## src/rtl/blocking_cache_wb_ctrl_pkg.sv

```systemverilog
// Shared types and encodings for the write-back blocking cache controller.
// State machine states, request/memory type codes and datapath mux select values.
package blocking_cache_wb_ctrl_pkg;

  typedef enum logic [3:0] {
    IDLE,
    TAG_CHECK,
    INIT_ACCESS,
    READ_ACCESS,
    WRITE_ACCESS,
    EVICT_PREPARE,
    EVICT_REQUEST,
    EVICT_WAIT,
    REFILL_REQUEST,
    REFILL_WAIT,
    REFILL_UPDATE,
    WAIT
  } state_t;

  localparam logic [2:0] TYPE_READ  = 3'd0;
  localparam logic [2:0] TYPE_WRITE = 3'd1;
  localparam logic [2:0] TYPE_INIT  = 3'd2;

  localparam logic [2:0] MEMREQ_READ  = 3'd0;
  localparam logic [2:0] MEMREQ_WRITE = 3'd1;

  // write_data_mux_sel values
  localparam logic REQ_WORD = 1'b0;
  localparam logic MEM_LINE = 1'b1;

  // memreq_addr_mux_sel values
  localparam logic EVICT_ADDR = 1'b0;
  localparam logic REQ_ADDR   = 1'b1;

endpackage

```

## src/rtl/blocking_cache_wb_ctrl_if.sv

```systemverilog
// Processor-side and memory-side handshake bundle of the cache controller.
// slave = the controller's view, master = the surrounding processor/memory environment.
interface blocking_cache_wb_ctrl_if;

  logic        cachereq_val;
  logic        cachereq_rdy;
  logic [2:0]  cachereq_type;
  logic [31:0] cachereq_addr;

  logic        cacheresp_val;
  logic        cacheresp_rdy;
  logic [2:0]  cacheresp_type;

  logic        memreq_val;
  logic        memreq_rdy;
  logic [2:0]  memreq_type;

  logic        memresp_val;
  logic        memresp_rdy;

  modport slave (
    input  cachereq_val, cachereq_type, cachereq_addr, cacheresp_rdy, memreq_rdy, memresp_val,
    output cachereq_rdy, cacheresp_val, cacheresp_type, memreq_val, memreq_type, memresp_rdy
  );

  modport master (
    output cachereq_val, cachereq_type, cachereq_addr, cacheresp_rdy, memreq_rdy, memresp_val,
    input  cachereq_rdy, cacheresp_val, cacheresp_type, memreq_val, memreq_type, memresp_rdy
  );

endinterface

```

## src/rtl/blocking_cache_wb_ctrl_meta_bits.sv

```systemverilog
// Per-line valid and dirty bits: one combinational read port and one write port
// sharing the same index, with independent valid/dirty write enables.
module blocking_cache_wb_ctrl_meta_bits #(
  parameter  int p_num_blocks = 16,
  localparam int idw          = $clog2(p_num_blocks)
) (
  input  logic           clk,
  input  logic           reset,
  input  logic [idw-1:0] idx,
  output logic           rd_valid,
  output logic           rd_dirty,
  input  logic           valid_wen,
  input  logic           valid_wdata,
  input  logic           dirty_wen,
  input  logic           dirty_wdata
);

  logic [p_num_blocks-1:0] valid_q;
  logic [p_num_blocks-1:0] dirty_q;

  // NOTE: these bits are flops rather than SRAM, so they are reset; clearing
  // every valid bit is what invalidates the whole cache on reset.
  // NOTE: sequential state is updated with non-blocking assignments only.
  always_ff @(posedge clk) begin
    if (reset) begin
      valid_q <= '0;
      dirty_q <= '0;
    end else begin
      if (valid_wen) valid_q[idx] <= valid_wdata;
      if (dirty_wen) dirty_q[idx] <= dirty_wdata;
    end
  end

  assign rd_valid = valid_q[idx];
  assign rd_dirty = dirty_q[idx];

endmodule

```

## src/rtl/blocking_cache_wb_ctrl.sv

```systemverilog
// Control unit of a direct-mapped, write-back, write-allocate blocking cache.
// Moore FSM driving every datapath enable and mux select; owns the valid/dirty bits.
module blocking_cache_wb_ctrl
  import blocking_cache_wb_ctrl_pkg::*;
#(
  parameter  int p_num_blocks = 16,
  parameter  int p_line_words = 4,
  parameter  int p_idx_shamt  = 0,
  localparam int idw          = $clog2(p_num_blocks),
  localparam int ow           = $clog2(p_line_words)
) (
  input  logic                      clk,
  input  logic                      reset,
  blocking_cache_wb_ctrl_if.slave   bus,
  input  logic                      tag_match,
  output logic                      cachereq_en,
  output logic                      memresp_en,
  output logic                      evict_addr_reg_en,
  output logic                      read_data_reg_en,
  output logic                      tag_array_ren,
  output logic                      tag_array_wen,
  output logic                      data_array_ren,
  output logic                      data_array_wen,
  output logic [4*p_line_words-1:0] data_array_wben,
  output logic                      write_data_mux_sel,
  output logic                      memreq_addr_mux_sel,
  output logic [ow:0]               read_word_mux_sel
);

  localparam int off = ow + 2;

  state_t   state_q, state_n;
  logic [2:0] type_q;

  logic [idw-1:0] idx;
  logic [ow-1:0]  word_off;
  logic           unused_addr_bits;
  logic           valid, dirty, hit;
  logic           valid_wen, valid_wdata, dirty_wen, dirty_wdata;

  logic [4*p_line_words-1:0] word_wben;
  logic [ow:0]               word_sel;
  logic                      resp_has_data;

  assign idx              = bus.cachereq_addr[off+p_idx_shamt+idw-1 -: idw];
  assign word_off         = bus.cachereq_addr[off-1:2];
  assign unused_addr_bits = ^bus.cachereq_addr;

  assign word_wben     = (4*p_line_words)'(4'hF) << {word_off, 2'b00};
  assign word_sel      = (ow+1)'(word_off) + (ow+1)'(1);
  assign resp_has_data = (type_q != TYPE_WRITE) && (type_q != TYPE_INIT);
  assign hit           = tag_match & valid;

  blocking_cache_wb_ctrl_meta_bits #(.p_num_blocks(p_num_blocks)) u_meta (
    .clk         (clk),
    .reset       (reset),
    .idx         (idx),
    .rd_valid    (valid),
    .rd_dirty    (dirty),
    .valid_wen   (valid_wen),
    .valid_wdata (valid_wdata),
    .dirty_wen   (dirty_wen),
    .dirty_wdata (dirty_wdata)
  );

  always_ff @(posedge clk) begin
    if (reset) begin
      state_q <= IDLE;
      type_q  <= TYPE_READ;
    end else begin
      state_q <= state_n;
      if (state_q == TAG_CHECK) type_q <= bus.cachereq_type;
    end
  end

  // NOTE: every output gets a default before the case, so no path can infer a latch.
  always_comb begin
    state_n             = state_q;
    bus.cachereq_rdy    = 1'b0;
    bus.cacheresp_val   = 1'b0;
    bus.cacheresp_type  = 3'd0;
    bus.memreq_val      = 1'b0;
    bus.memreq_type     = MEMREQ_READ;
    bus.memresp_rdy     = 1'b0;
    cachereq_en         = 1'b0;
    memresp_en          = 1'b0;
    evict_addr_reg_en   = 1'b0;
    read_data_reg_en    = 1'b0;
    tag_array_ren       = 1'b0;
    tag_array_wen       = 1'b0;
    data_array_ren      = 1'b0;
    data_array_wen      = 1'b0;
    data_array_wben     = '0;
    write_data_mux_sel  = REQ_WORD;
    memreq_addr_mux_sel = EVICT_ADDR;
    read_word_mux_sel   = '0;
    valid_wen           = 1'b0;
    valid_wdata         = 1'b0;
    dirty_wen           = 1'b0;
    dirty_wdata         = 1'b0;

    case (state_q)
      IDLE: begin
        bus.cachereq_rdy = 1'b1;
        cachereq_en      = 1'b1;
        if (bus.cachereq_val) state_n = TAG_CHECK;
      end
      TAG_CHECK: begin
        tag_array_ren = 1'b1;
        if (bus.cachereq_type == TYPE_INIT)  state_n = INIT_ACCESS;
        else if (hit)                        state_n = (bus.cachereq_type == TYPE_WRITE)
                                                       ? WRITE_ACCESS : READ_ACCESS;
        else if (valid && dirty)             state_n = EVICT_PREPARE;
        else                                 state_n = REFILL_REQUEST;
      end
      INIT_ACCESS: begin
        tag_array_wen   = 1'b1;
        data_array_wen  = 1'b1;
        data_array_wben = word_wben;
        valid_wen       = 1'b1;
        valid_wdata     = 1'b1;
        dirty_wen       = 1'b1;
        state_n         = WAIT;
      end
      READ_ACCESS: begin
        data_array_ren    = 1'b1;
        read_data_reg_en  = 1'b1;
        read_word_mux_sel = word_sel;
        state_n           = WAIT;
      end
      WRITE_ACCESS: begin
        data_array_wen  = 1'b1;
        data_array_wben = word_wben;
        dirty_wen       = 1'b1;
        dirty_wdata     = 1'b1;
        state_n         = WAIT;
      end
      EVICT_PREPARE: begin
        tag_array_ren     = 1'b1;
        data_array_ren    = 1'b1;
        evict_addr_reg_en = 1'b1;
        read_data_reg_en  = 1'b1;
        state_n           = EVICT_REQUEST;
      end
      EVICT_REQUEST: begin
        bus.memreq_val  = 1'b1;
        bus.memreq_type = MEMREQ_WRITE;
        if (bus.memreq_rdy) state_n = EVICT_WAIT;
      end
      EVICT_WAIT: begin
        bus.memresp_rdy = 1'b1;
        if (bus.memresp_val) state_n = REFILL_REQUEST;
      end
      REFILL_REQUEST: begin
        bus.memreq_val      = 1'b1;
        memreq_addr_mux_sel = REQ_ADDR;
        if (bus.memreq_rdy) state_n = REFILL_WAIT;
      end
      REFILL_WAIT: begin
        bus.memresp_rdy = 1'b1;
        memresp_en      = 1'b1;
        if (bus.memresp_val) state_n = REFILL_UPDATE;
      end
      REFILL_UPDATE: begin
        tag_array_wen      = 1'b1;
        data_array_wen     = 1'b1;
        data_array_wben    = '1;
        write_data_mux_sel = MEM_LINE;
        valid_wen          = 1'b1;
        valid_wdata        = 1'b1;
        dirty_wen          = 1'b1;
        state_n            = (type_q == TYPE_WRITE) ? WRITE_ACCESS : READ_ACCESS;
      end
      WAIT: begin
        bus.cacheresp_val  = 1'b1;
        bus.cacheresp_type = type_q;
        if (resp_has_data) read_word_mux_sel = word_sel;
        if (bus.cacheresp_rdy) state_n = IDLE;
      end
      default: state_n = IDLE;
    endcase
  end

endmodule

```

## src/flat_wrapper.sv

```systemverilog
// flat-port wrapper written by rule: the top's interface ports become plain ports
module blocking_cache_wb_ctrl_flat import blocking_cache_wb_ctrl_pkg::*;
#(
  parameter  int p_num_blocks = 16,
  parameter  int p_line_words = 4,
  parameter  int p_idx_shamt  = 0,
  localparam int idw          = $clog2(p_num_blocks),
  localparam int ow           = $clog2(p_line_words)
)
  (clk, reset, tag_match, cachereq_en, memresp_en, evict_addr_reg_en, read_data_reg_en, tag_array_ren, tag_array_wen, data_array_ren, data_array_wen, data_array_wben, write_data_mux_sel, memreq_addr_mux_sel, read_word_mux_sel, bus_cachereq_val, bus_cachereq_type, bus_cachereq_addr, bus_cacheresp_rdy, bus_memreq_rdy, bus_memresp_val, bus_cachereq_rdy, bus_cacheresp_val, bus_cacheresp_type, bus_memreq_val, bus_memreq_type, bus_memresp_rdy);
  blocking_cache_wb_ctrl_if bus_i ();
  input  logic clk;
  input  logic reset;
  input  logic tag_match;
  output logic cachereq_en;
  output logic memresp_en;
  output logic evict_addr_reg_en;
  output logic read_data_reg_en;
  output logic tag_array_ren;
  output logic tag_array_wen;
  output logic data_array_ren;
  output logic data_array_wen;
  output logic [4*p_line_words-1:0] data_array_wben;
  output logic write_data_mux_sel;
  output logic memreq_addr_mux_sel;
  output logic [ow:0] read_word_mux_sel;
  input wire logic [$bits(bus_i.cachereq_val)-1:0] bus_cachereq_val;
  input wire logic [$bits(bus_i.cachereq_type)-1:0] bus_cachereq_type;
  input wire logic [$bits(bus_i.cachereq_addr)-1:0] bus_cachereq_addr;
  input wire logic [$bits(bus_i.cacheresp_rdy)-1:0] bus_cacheresp_rdy;
  input wire logic [$bits(bus_i.memreq_rdy)-1:0] bus_memreq_rdy;
  input wire logic [$bits(bus_i.memresp_val)-1:0] bus_memresp_val;
  output wire logic [$bits(bus_i.cachereq_rdy)-1:0] bus_cachereq_rdy;
  output wire logic [$bits(bus_i.cacheresp_val)-1:0] bus_cacheresp_val;
  output wire logic [$bits(bus_i.cacheresp_type)-1:0] bus_cacheresp_type;
  output wire logic [$bits(bus_i.memreq_val)-1:0] bus_memreq_val;
  output wire logic [$bits(bus_i.memreq_type)-1:0] bus_memreq_type;
  output wire logic [$bits(bus_i.memresp_rdy)-1:0] bus_memresp_rdy;
  assign bus_i.cachereq_val = bus_cachereq_val;
  assign bus_i.cachereq_type = bus_cachereq_type;
  assign bus_i.cachereq_addr = bus_cachereq_addr;
  assign bus_i.cacheresp_rdy = bus_cacheresp_rdy;
  assign bus_i.memreq_rdy = bus_memreq_rdy;
  assign bus_i.memresp_val = bus_memresp_val;
  assign bus_cachereq_rdy = bus_i.cachereq_rdy;
  assign bus_cacheresp_val = bus_i.cacheresp_val;
  assign bus_cacheresp_type = bus_i.cacheresp_type;
  assign bus_memreq_val = bus_i.memreq_val;
  assign bus_memreq_type = bus_i.memreq_type;
  assign bus_memresp_rdy = bus_i.memresp_rdy;
  blocking_cache_wb_ctrl #(.p_num_blocks(p_num_blocks), .p_line_words(p_line_words), .p_idx_shamt(p_idx_shamt)) u_core (.clk(clk), .reset(reset), .bus(bus_i), .tag_match(tag_match), .cachereq_en(cachereq_en), .memresp_en(memresp_en), .evict_addr_reg_en(evict_addr_reg_en), .read_data_reg_en(read_data_reg_en), .tag_array_ren(tag_array_ren), .tag_array_wen(tag_array_wen), .data_array_ren(data_array_ren), .data_array_wen(data_array_wen), .data_array_wben(data_array_wben), .write_data_mux_sel(write_data_mux_sel), .memreq_addr_mux_sel(memreq_addr_mux_sel), .read_word_mux_sel(read_word_mux_sel));
endmodule
```

## config.mk

```make
export PLATFORM = sky130hd
export DESIGN_NAME = blocking_cache_wb_ctrl_flat
export DESIGN_NICKNAME = d
export VERILOG_FILES = /design/src/rtl/blocking_cache_wb_ctrl_pkg.sv /design/src/rtl/blocking_cache_wb_ctrl_if.sv /design/src/rtl/blocking_cache_wb_ctrl_meta_bits.sv /design/src/rtl/blocking_cache_wb_ctrl.sv /design/src/flat_wrapper.sv
export SDC_FILE = /design/constraint.sdc
export NUM_CORES = 1
export LEC_CHECK = 0
export ABC_AREA = 1
export CORE_MARGIN = 2
export CORE_UTILIZATION = 60
export CTS_CLUSTER_SIZE = 24
export DETAILED_ROUTE_END_ITERATION = 6
export DONT_BUFFER_PORTS = 1
export GPL_TIMING_DRIVEN = 0
export PLACE_DENSITY = 0.78
export SETUP_SLACK_MARGIN = 0.15
export SLEW_MARGIN = 20
export SYNTH_ARGS = -nofsm -noshare
export SYNTH_HDL_FRONTEND = slang
export SYNTH_SLANG_ARGS = --single-unit
```

## constraint.sdc

```tcl
create_clock -name clk -period 1.8 [get_ports clk]
set_input_delay 0.18 -clock clk [delete_from_list [all_inputs] [get_ports clk]]
set_output_delay 0.18 -clock clk [all_outputs]
set_load 0.01 [all_outputs]
```

==> results of run 1 <==
==> metal layers <==
| layer | routed length, µm | part of all wire [%] | track usage (%) |
|---|---|---|---|
| met4 | 112 | 1.9 | 8.16 |
| met3 | 475 | 7.9 | 7.17 |
| met2 | 2910 | 49 | 46.7 |
| met1 | 2480 | 42 | 32.2 |
| met5 | 0 | 0 | 0 |
==> power groups by stage <==
stage / Sequential (mW) / Clock [mW] / Combinational, mW
after global routing: 1.01 / 0.613 / 0.945
after detailed placement: 0.984 / 0 / 0.721
final: 1.00 / 0.565 / 0.862
after CTS: 0.978 / 0.574 / 0.778
after global placement: 0.981 / 0 / 0.710
after floorplan: 0.974 / 0 / 0.599
==> worst paths after layout <==
| check | start | endpoint | slack [ns] | depth (start not counted) |
|---|---|---|---|---|
| worst max register to register | u_core.state_q[0]$_SDFFE_PP0P_ | u_core.state_q[3]$_SDFFE_PP0P_ | 0.18 | 11 |
| worst min-delay path | bus_cachereq_type[0] | u_core.type_q[0]$_SDFFE_PP0P_ | 0.04 | 2 |
| worst max-delay path | u_core.state_q[3]$_SDFFE_PP0P_ | data_array_wben[1] | 0.11 | 8 |
| worst min register to register | u_core.u_meta.valid_q[1]$_SDFFE_PP0P_ | u_core.u_meta.valid_q[1]$_SDFFE_PP0P_ | 0.45 | 2 |
==> per-stage QoR <==
stage	hold WS, ns	cell area (µm²)
detailed placement	0.356	2500
CTS	0.0453	2710
floorplan	0.339	2440
global route	0.0575	2790
global placement	0.354	2500
finish	0.0441	2790
==> state kept, by name, indices dropped and copies added (netlist names) <==
name                   flops
u_core.state_q             4
u_core.u_meta.dirty_q     16
u_core.type_q              3
u_core.u_meta.valid_q     16
==> critical path, delay by kind of cell (launching register included) <==
family / cells / cell delay (ns)
AO/OA/AOI/OAI: 2 / 0.14
buffers and inverters: 3 / 0.32
flip-flops: 1 / 0.38
AND/OR/NAND/NOR: 3 / 0.37
==> cell type report <==
cell class	instances	area [µm²]	area share, %
multi-input combinational	273	1320	47.3
sequential	39	793	28.4
buffer	27	249	8.93
timing repair buffer	6	45.0	1.62
clock inverter	1	5.00	0.179
inverter	61	239	8.57
tap	50	62.6	2.24
clock buffer	7	76.3	2.74
==> synthesized netlist by cell type (all sizes together) <==
library cell | count | area, µm²
clkbuf | 4 | 15.0
a21oi | 39 | 203
dfxtp | 39 | 781
inv | 61 | 231
nand3 | 11 | 55.1
buf | 23 | 189
nor2 | 45 | 196
o21a | 1 | 8.76
nor3 | 5 | 30.0
conb | 1 | 3.75
nor4 | 2 | 12.5
o21ai | 5 | 25.0
o211ai | 1 | 12.5
a31oi | 1 | 6.26
o22ai | 1 | 12.5
nand2 | 152 | 573
nand4 | 1 | 6.26
ha | 4 | 50.1
a211oi | 3 | 22.5
==> cell usage in the layout, fill, tap and decap left out, drive strengths merged, types with 2 or more instances in the layout <==
cell	n
nor4	2
a211oi	3
a21oi	39
inv	61
nand3	11
clkbuf	11
ha	4
nor2	45
o21ai	5
nand2	152
buf	29
conb	2
dfxtp	39
nor3	5
==> cell families (layout without fill, tap and decap cells) <==
logic type / count (synthesis) / count (layout) / synth area share [%]
and+or+nand+nor: 216 / 216 / 35.9
buffers and inverters: 88 / 102 / 17.9
AOI/OAI and AO/OA: 51 / 51 / 11.9
DFF: 39 / 39 / 32.1
adders and majority gates: 4 / 4 / 2.06
other: 1 / 2 / 0.154
==> what timing repair did <==
action / CTS / global route
endpoints found under the setup margin: 35 / 31
gates resized for setup: 39 / 17
pin swaps: 3 / 4
setup buffers: 3 / 3
cloned: 0 / 0
==> impl_metrics.ini, run 1 <==
[critical_path]
worstPathCellList = inv_6, nand2_4, nor3_4, a21oi_4, nand2_4, o21ai_2, inv_2, buf_6
critPathKind = reg2out
arrival_ns = 1.51
max_stage_delay_ns = 0.38
critPathMaxFanout = 5
cp_common_cell = nand2_4
required_ns = 1.62
critPathLaunchType = flip-flop
cpMaxStageDelayCell = dfxtp_4
end_kind = output pin

[pwr]
clkPwrFrac_pct = 23.3
p_seq_share_pct = 41.2
power_mw = 2.43
p_leak_nw = 1.26
switchingPower_uw = 935
pwr-share-comb_pct = 35.5
p_sw_share_pct = 38.5
p_per_area_nw_per_um2 = 870
p_int_mw = 1.49
peakVddDrop_v = 0.000592

[sta]
skew_ns = 0.00759
finalMaxSlewViolations = 0
hold_viol = 0
rsz0062_at_grt = yes
period_needed_ns = 1.69
setup_tns_ns = 0
max_freq_ghz = 0.592
min_period_over_period_pct = 93.9
setup_violations = 0
finalWorstSetupSlack_ns = 0.110

[yosys]
avgSynthCellArea_um2 = 6.10
syn_inst = 399
yosysWarnings = 0
ys_ff_latch = 39
synth_area_um2 = 2430
ys_seq_area_share_pct = 32.1
synth_cell_types = 29

[placed_design]
pre_cts_ws_ns = -0.231
place_congestion = 0.919
dp_cells = 450
dpl.hpwl_um = 4210
io_buffers = 0

[die]
std_cell_rows = 23
dieHeight_um = 67.7
ios = 81
start_util_pct = 61.7
core_region_area_um2 = 3940
dieWidth_um = 67.7
die_area_um2 = 4580

[drt]
drtAntennaViolNets = 0
wl_um = 5980
wire_per_inst_um = 12.9
firstDrtPassIters = 4
first_iter_violations = 102
viasPerCell = 5.21
drc = 0
vias = 2419

[worst_hold_path]
timing.hold.worst.class = in2reg

[clock_tree]
clockBufferDepth = 2
ctsHoldBuffers = 0
clock_sinks = 39
clock_latency_ns = 0.29
clock-root-buffer = clkbuf_8
cts_buffers = 5
clk_pin_slew_ns = 0.07
cts_tree = yes
htree_levels = 2

[final_layout]
stdcell_count = 464
drive_gt1_share_pct = 20.3
fin_nets = 459
num_antenna_cells = 0
final_core_util_pct = 70.7
fill_cells = 347
area_delta_synth_final_pct = 14.6

[grt]
antenna_found_initial = 0
grt_pass1_vias = 2112
grt_use_total_pct = 26.9
grt_pass1_wl_um = 9240
globalRoute.totalOverflow = 0
grt_max_degree = 12

[status]
status = complete, no violations

[run]
drv_cap = 0
Note: power is estimated with default switching activity, not from simulation.
==> run 2: changes to the inputs <==
--- a/config.mk
+++ b/config.mk
@@ -7,12 +7,13 @@
 export LEC_CHECK = 0
 export ABC_AREA = 1
 export CORE_MARGIN = 2
-export CORE_UTILIZATION = 60
+export CORE_UTILIZATION = 50
+export CTS_BUF_LIST = sky130_fd_sc_hd__clkbuf_8
 export CTS_CLUSTER_SIZE = 24
 export DETAILED_ROUTE_END_ITERATION = 6
 export DONT_BUFFER_PORTS = 1
 export GPL_TIMING_DRIVEN = 0
-export PLACE_DENSITY = 0.78
+export PLACE_DENSITY = 0.67
 export SETUP_SLACK_MARGIN = 0.15
 export SLEW_MARGIN = 20
 export SYNTH_ARGS = -nofsm -noshare
==> impl_metrics.ini, run 2 (synthesis gave the netlist of run 1 again) <==
[critical_path]
worstPathCellList = inv_4, nand2_4, nor3_4, a21oi_4, nand2_4, o21ai_2, inv_2, buf_6
crit_buf_inv = 3
required_ns = 1.62
critPathLaunchType = flip-flop
reg2reg_setup_slack_ns = 0.23
cp_common_cell = nand2_4
cpMaxStageDelayCell = dfxtp_4
cpLargestDelayFamily = flip-flops
r2r-start = u_core.state_q[0]$_SDFFE_PP0P_
critPathMaxFanout = 5
worstRegToRegCells = 10
critPathKind = reg2out
arrival_ns = 1.48
r2r-end = u_core.state_q[0]$_SDFFE_PP0P_
end_kind = output pin
max_stage_delay_ns = 0.36

[final_layout]
area_delta_synth_final_pct = 15.0
design_area_um2 = 2800
layout_common_cells = nand2_1 (146), inv_1 (45), a21oi_1 (37)
num_antenna_cells = 0
fin_nets = 457
fill_cells = 462
stdcell_count = 477
reg.largest.list = u_core.u_meta.dirty_q: 16 flops, u_core.u_meta.valid_q: 16 flops, u_core.state_q: 4 flops
final_common_cell = nand2_1
drive_gt1_share_pct = 19.8

[die]
ios = 81
core_region_area_um2 = 4720
start_util_pct = 51.5
std_cell_rows = 25
dieHeight_um = 73.8
dieWidth_um = 73.8
die_area_um2 = 5440

[sta]
max_freq_ghz = 0.604
slew_headroom_pct = 64.8
rsz0062_at_grt = yes
finalMaxSlewViolations = 0
skew_ns = 0.00483
min_period_over_period_pct = 92.0
setup_violations = 0
period_needed_ns = 1.66
hold_viol = 0
worst_slew_pin_slew_ns = 0.528

[grt]
grt_max_degree = 11
grt_pass1_wl_um = 9490
grt_pass1_vias = 2180
grt_use_total_pct = 22.7
antenna_found_initial = 0
globalRoute.totalOverflow = 0

[clock_tree]
clock_sinks = 39
clock_latency_ns = 0.29
cts_buffers = 5
clock-root-buffer = clkbuf_8
htree_levels = 2
clockBufferDepth = 2
clk_pin_slew_ns = 0.07
cts_tree = yes

[drt]
firstDrtPassIters = 4
wire_per_inst_um = 12.4
drc = 0
drtAntennaViolNets = 0
wl_um = 5900
first_iter_violations = 85
viasPerCell = 4.98
vias = 2377

[pwr]
power_mw = 2.40
p_leak_nw = 1.25
p_per_area_nw_per_um2 = 857
peakVddDrop_v = 0.000379

[placed_design]
io_buffers = 0
dp_cells = 467
placed_area_um2 = 2520
place_congestion = 0.815
dpl.hpwl_um = 4260

[worst_hold_path]
worstHoldPathCells = 2
hp-start = bus_cachereq_type[0]
timing.hold.worst.class = in2reg
min_to = u_core.type_q[0]$_SDFFE_PP0P_

[status]
status = complete, no violations

[run]
drv_cap = 0
## run 2: how the worst max path moves through the flow
stage                     endpoint  cells past startpoint                            from
2_1_floorplan  data_array_wben[10]                      7  u_core.state_q[2]$_SDFFE_PP0P_
3_3_place_gp   data_array_wben[10]                      7  u_core.state_q[2]$_SDFFE_PP0P_
3_5_place_dp   data_array_wben[10]                      7  u_core.state_q[2]$_SDFFE_PP0P_
4_1_cts        data_array_wben[10]                      8  u_core.state_q[3]$_SDFFE_PP0P_
5_1_grt        data_array_wben[11]                      8  u_core.state_q[3]$_SDFFE_PP0P_
6_report       data_array_wben[11]                      8  u_core.state_q[3]$_SDFFE_PP0P_
## run 2: cell type report
type	count	area, µm²	area share, %
Inverter	61	239	8.54
Timing Repair Buffer	4	30.0	1.07
Sequential cell	39	796	28.4
Multi-Input combinational cell	273	1330	47.5
Clock buffer	5	68.8	2.46
Tap cell	67	83.8	3.00
Clock inverter	1	3.75	0.134
Buffer	27	249	8.90
## run 2: what timing repair did
| item | 4_1_cts | 5_1_grt |
|---|---|---|
| pin swaps | 3 | 4 |
| setup endpoints to repair | 35 | 34 |
| gates resized for setup | 37 | 22 |
| cloned | 0 | 0 |
| buffers inserted | 3 | 1 |
| hold buffers | 0 | 0 |
| endpoints found under the hold margin | 0 | 0 |
## run 2: worst reg2reg max path, stage by stage (launching register included)
cell and delay (ns):
dfxtp_4 0.38, inv_2 0.06, nor2_1 0.16, inv_2 0.11
o22ai_4 0.17, nand2_1 0.07, o21a_2 0.14, o211ai_2 0.11
nor2_2 0.09, nand2_1 0.08, a21oi_1 0.06
## run 2: per-layer routing
| metal | vias up | GRT usage, % | wire length [µm] |
|---|---|---|---|
| met5 | - | 0 | 0 |
| met4 | 0 | 6.46 | 48 |
| met3 | 6 | 6.58 | 437 |
| met2 | 86 | 40.6 | 2910 |
| met1 | 1063 | 26.2 | 2510 |
| li1 | 1222 | - | - |
## run 2: where the power goes
group / switching (mW) / internal (mW)
registers: 0.0646 / 0.930
clock network: 0.282 / 0.253
logic: 0.582 / 0.287
total: 0.929 / 1.47
## run 2: metrics by stage
| stage | setup slack, ns | setup TNS [ns] | util (%) | hold WS, ns |
|---|---|---|---|---|
| detailed placement | -0.233 | -2.99 | 53.4 | 0.353 |
| floorplan | 0.187 | 0 | - | 0.339 |
| finish | 0.143 | 0 | 59.3 | 0.0494 |
| global placement | -0.196 | -2.48 | 53.4 | 0.351 |
| global route | 0.0466 | 0 | 59.3 | 0.0574 |
| CTS | 0.0537 | 0 | 57.4 | 0.0438 |
==> run 3: changes to the inputs <==
--- a/config.mk
+++ b/config.mk
@@ -14,6 +14,7 @@
 export DONT_BUFFER_PORTS = 1
 export GPL_TIMING_DRIVEN = 0
 export PLACE_DENSITY = 0.67
+export RECOVER_POWER = 50
 export SETUP_SLACK_MARGIN = 0.15
 export SLEW_MARGIN = 20
 export SYNTH_ARGS = -nofsm -noshare
==> impl_metrics.ini, run 3 (synthesis gave the netlist of run 1 again) <==
[drt]
drc = 0
firstDrtPassIters = 4
drtAntennaViolNets = 0
wire_per_inst_um = 12.5
wl_um = 5950
first_iter_violations = 74
viasPerCell = 4.98
vias = 2375

[clock_tree]
htree_levels = 2
ctsHoldBuffers = 0
clock_sinks = 39
clock-root-buffer = clkbuf_8
clock_latency_ns = 0.29
clockBufferDepth = 2
cts_tree = yes
cts_buffers = 5
clk_pin_slew_ns = 0.07

[grt]
antenna_found_initial = 0
globalRoute.totalOverflow = 0
grt_use_total_pct = 22.7
grt_pass1_wl_um = 9490
grt_max_degree = 11
grt_pass1_vias = 2180

[sta]
max_freq_ghz = 0.599
min_period_over_period_pct = 92.8
finalMaxSlewViolations = 0
slew_headroom_pct = 64.9
worst_slew_pin_slew_ns = 0.527
finalWorstSetupSlack_ns = 0.130
rsz0062_at_grt = yes
whs_ns = 0.0503
setup_tns_ns = 0
skew_ns = 0.00495
period_needed_ns = 1.67
setup_violations = 0
hold_viol = 0

[die]
core_region_area_um2 = 4720
dieWidth_um = 73.8
start_util_pct = 51.5
ios = 81
dieHeight_um = 73.8
die_area_um2 = 5440
std_cell_rows = 25

[critical_path]
critPathMaxFanout = 5
cp_common_cell = nand2_4
cpMaxStageDelayCell = dfxtp_4
reg2reg_setup_slack_ns = 0.14
critPathLaunchType = flip-flop
required_ns = 1.62
end_kind = output pin
cpLargestDelayFamily = flip-flops
max_stage_delay_ns = 0.38
crit_buf_inv = 4
r2r-start = u_core.state_q[2]$_SDFFE_PP0P_
r2r-end = u_core.u_meta.dirty_q[6]$_SDFFE_PP0P_
arrival_ns = 1.49
worstRegToRegCells = 6
critPathKind = reg2out
worstPathCellList = inv_1, nand2_4, inv_4, a21oi_4, nand2_4, o21ai_2, inv_2, buf_6

[worst_hold_path]
min_to = u_core.type_q[0]$_SDFFE_PP0P_
hp-start = bus_cachereq_type[0]
worstHoldPathCells = 2
timing.hold.worst.class = in2reg

[final_layout]
reg.largest.list = u_core.u_meta.dirty_q: 16 flops, u_core.u_meta.valid_q: 16 flops, u_core.state_q: 4 flops
area_delta_synth_final_pct = 14.3
fill_cells = 468
drive_gt1_share_pct = 18.8
final_common_cell = nand2_1
layout_common_cells = nand2_1 (147), inv_1 (47), a21oi_1 (37)
final_core_util_pct = 58.9
fin_nets = 457
design_area_um2 = 2780
num_antenna_cells = 0
stdcell_count = 477

[status]
status = complete, no violations

[placed_design]
pre_cts_ws_ns = -0.233
place_congestion = 0.815
dpl.hpwl_um = 4260
placed_area_um2 = 2520
io_buffers = 0
dp_cells = 467

[pwr]
peakVddDrop_v = 0.000381
p_leak_nw = 1.25
p_per_area_nw_per_um2 = 858
power_mw = 2.39

[run]
drv_cap = 0
## run 3: cell types whose count changed in the layout (fill, tap and decap cells not counted), moves of 2 or more
cell      delta
inv_1        +2
buf_4        -2
inv_2        -2
clkbuf_2     +2
## run 3: routing by layer
layer  track usage, %  vias to the layer above  part of all wire [%]
li1                 -                     1217                     -
met1             26.2                     1065                    43
met2             40.6                       87                    48
met3             6.58                        6                   7.9
met4             6.46                        0                  0.81
met5                0                        -                     0
## run 3: what timing repair did
| item | CTS | global route |
|---|---|---|
| pin swaps | 3 | 4 |
| hold endpoints to repair | 0 | 0 |
| setup endpoints to repair | 35 | 34 |
| resized for setup | 37 | 22 |
| buffers inserted | 3 | 1 |
## run 3: layout make-up
cell class	count	area [µm²]	share of cell area [%]
multi-input cells	273	1320	47.5
flip-flops and latches	39	793	28.5
plain buffers	27	246	8.86
inverters	61	239	8.59
well taps	67	83.8	3.01
clock buffers	5	68.8	2.47
repair buffers	4	26.3	0.944
clock inverters	1	3.75	0.135
## run 3: power breakdown
part | internal [mW] | switching, mW
combinational | 0.283 | 0.580
clock | 0.253 | 0.283
sequential | 0.925 | 0.0631
## run 3: how the worst max path moves through the flow
stage / start / cells after the start / end / slack (ns)
2_1_floorplan: u_core.state_q[2]$_SDFFE_PP0P_ / 7 / data_array_wben[10] / 0.19
6_report: u_core.state_q[0]$_SDFFE_PP0P_ / 8 / data_array_wben[11] / 0.13
4_1_cts: u_core.state_q[3]$_SDFFE_PP0P_ / 8 / data_array_wben[10] / 0.05
5_1_grt: u_core.state_q[2]$_SDFFE_PP0P_ / 6 / u_core.u_meta.dirty_q[10]$_SDFFE_PP0P_ / 0.04
3_5_place_dp: u_core.state_q[2]$_SDFFE_PP0P_ / 7 / data_array_wben[10] / -0.23
3_3_place_gp: u_core.state_q[2]$_SDFFE_PP0P_ / 7 / data_array_wben[10] / -0.20
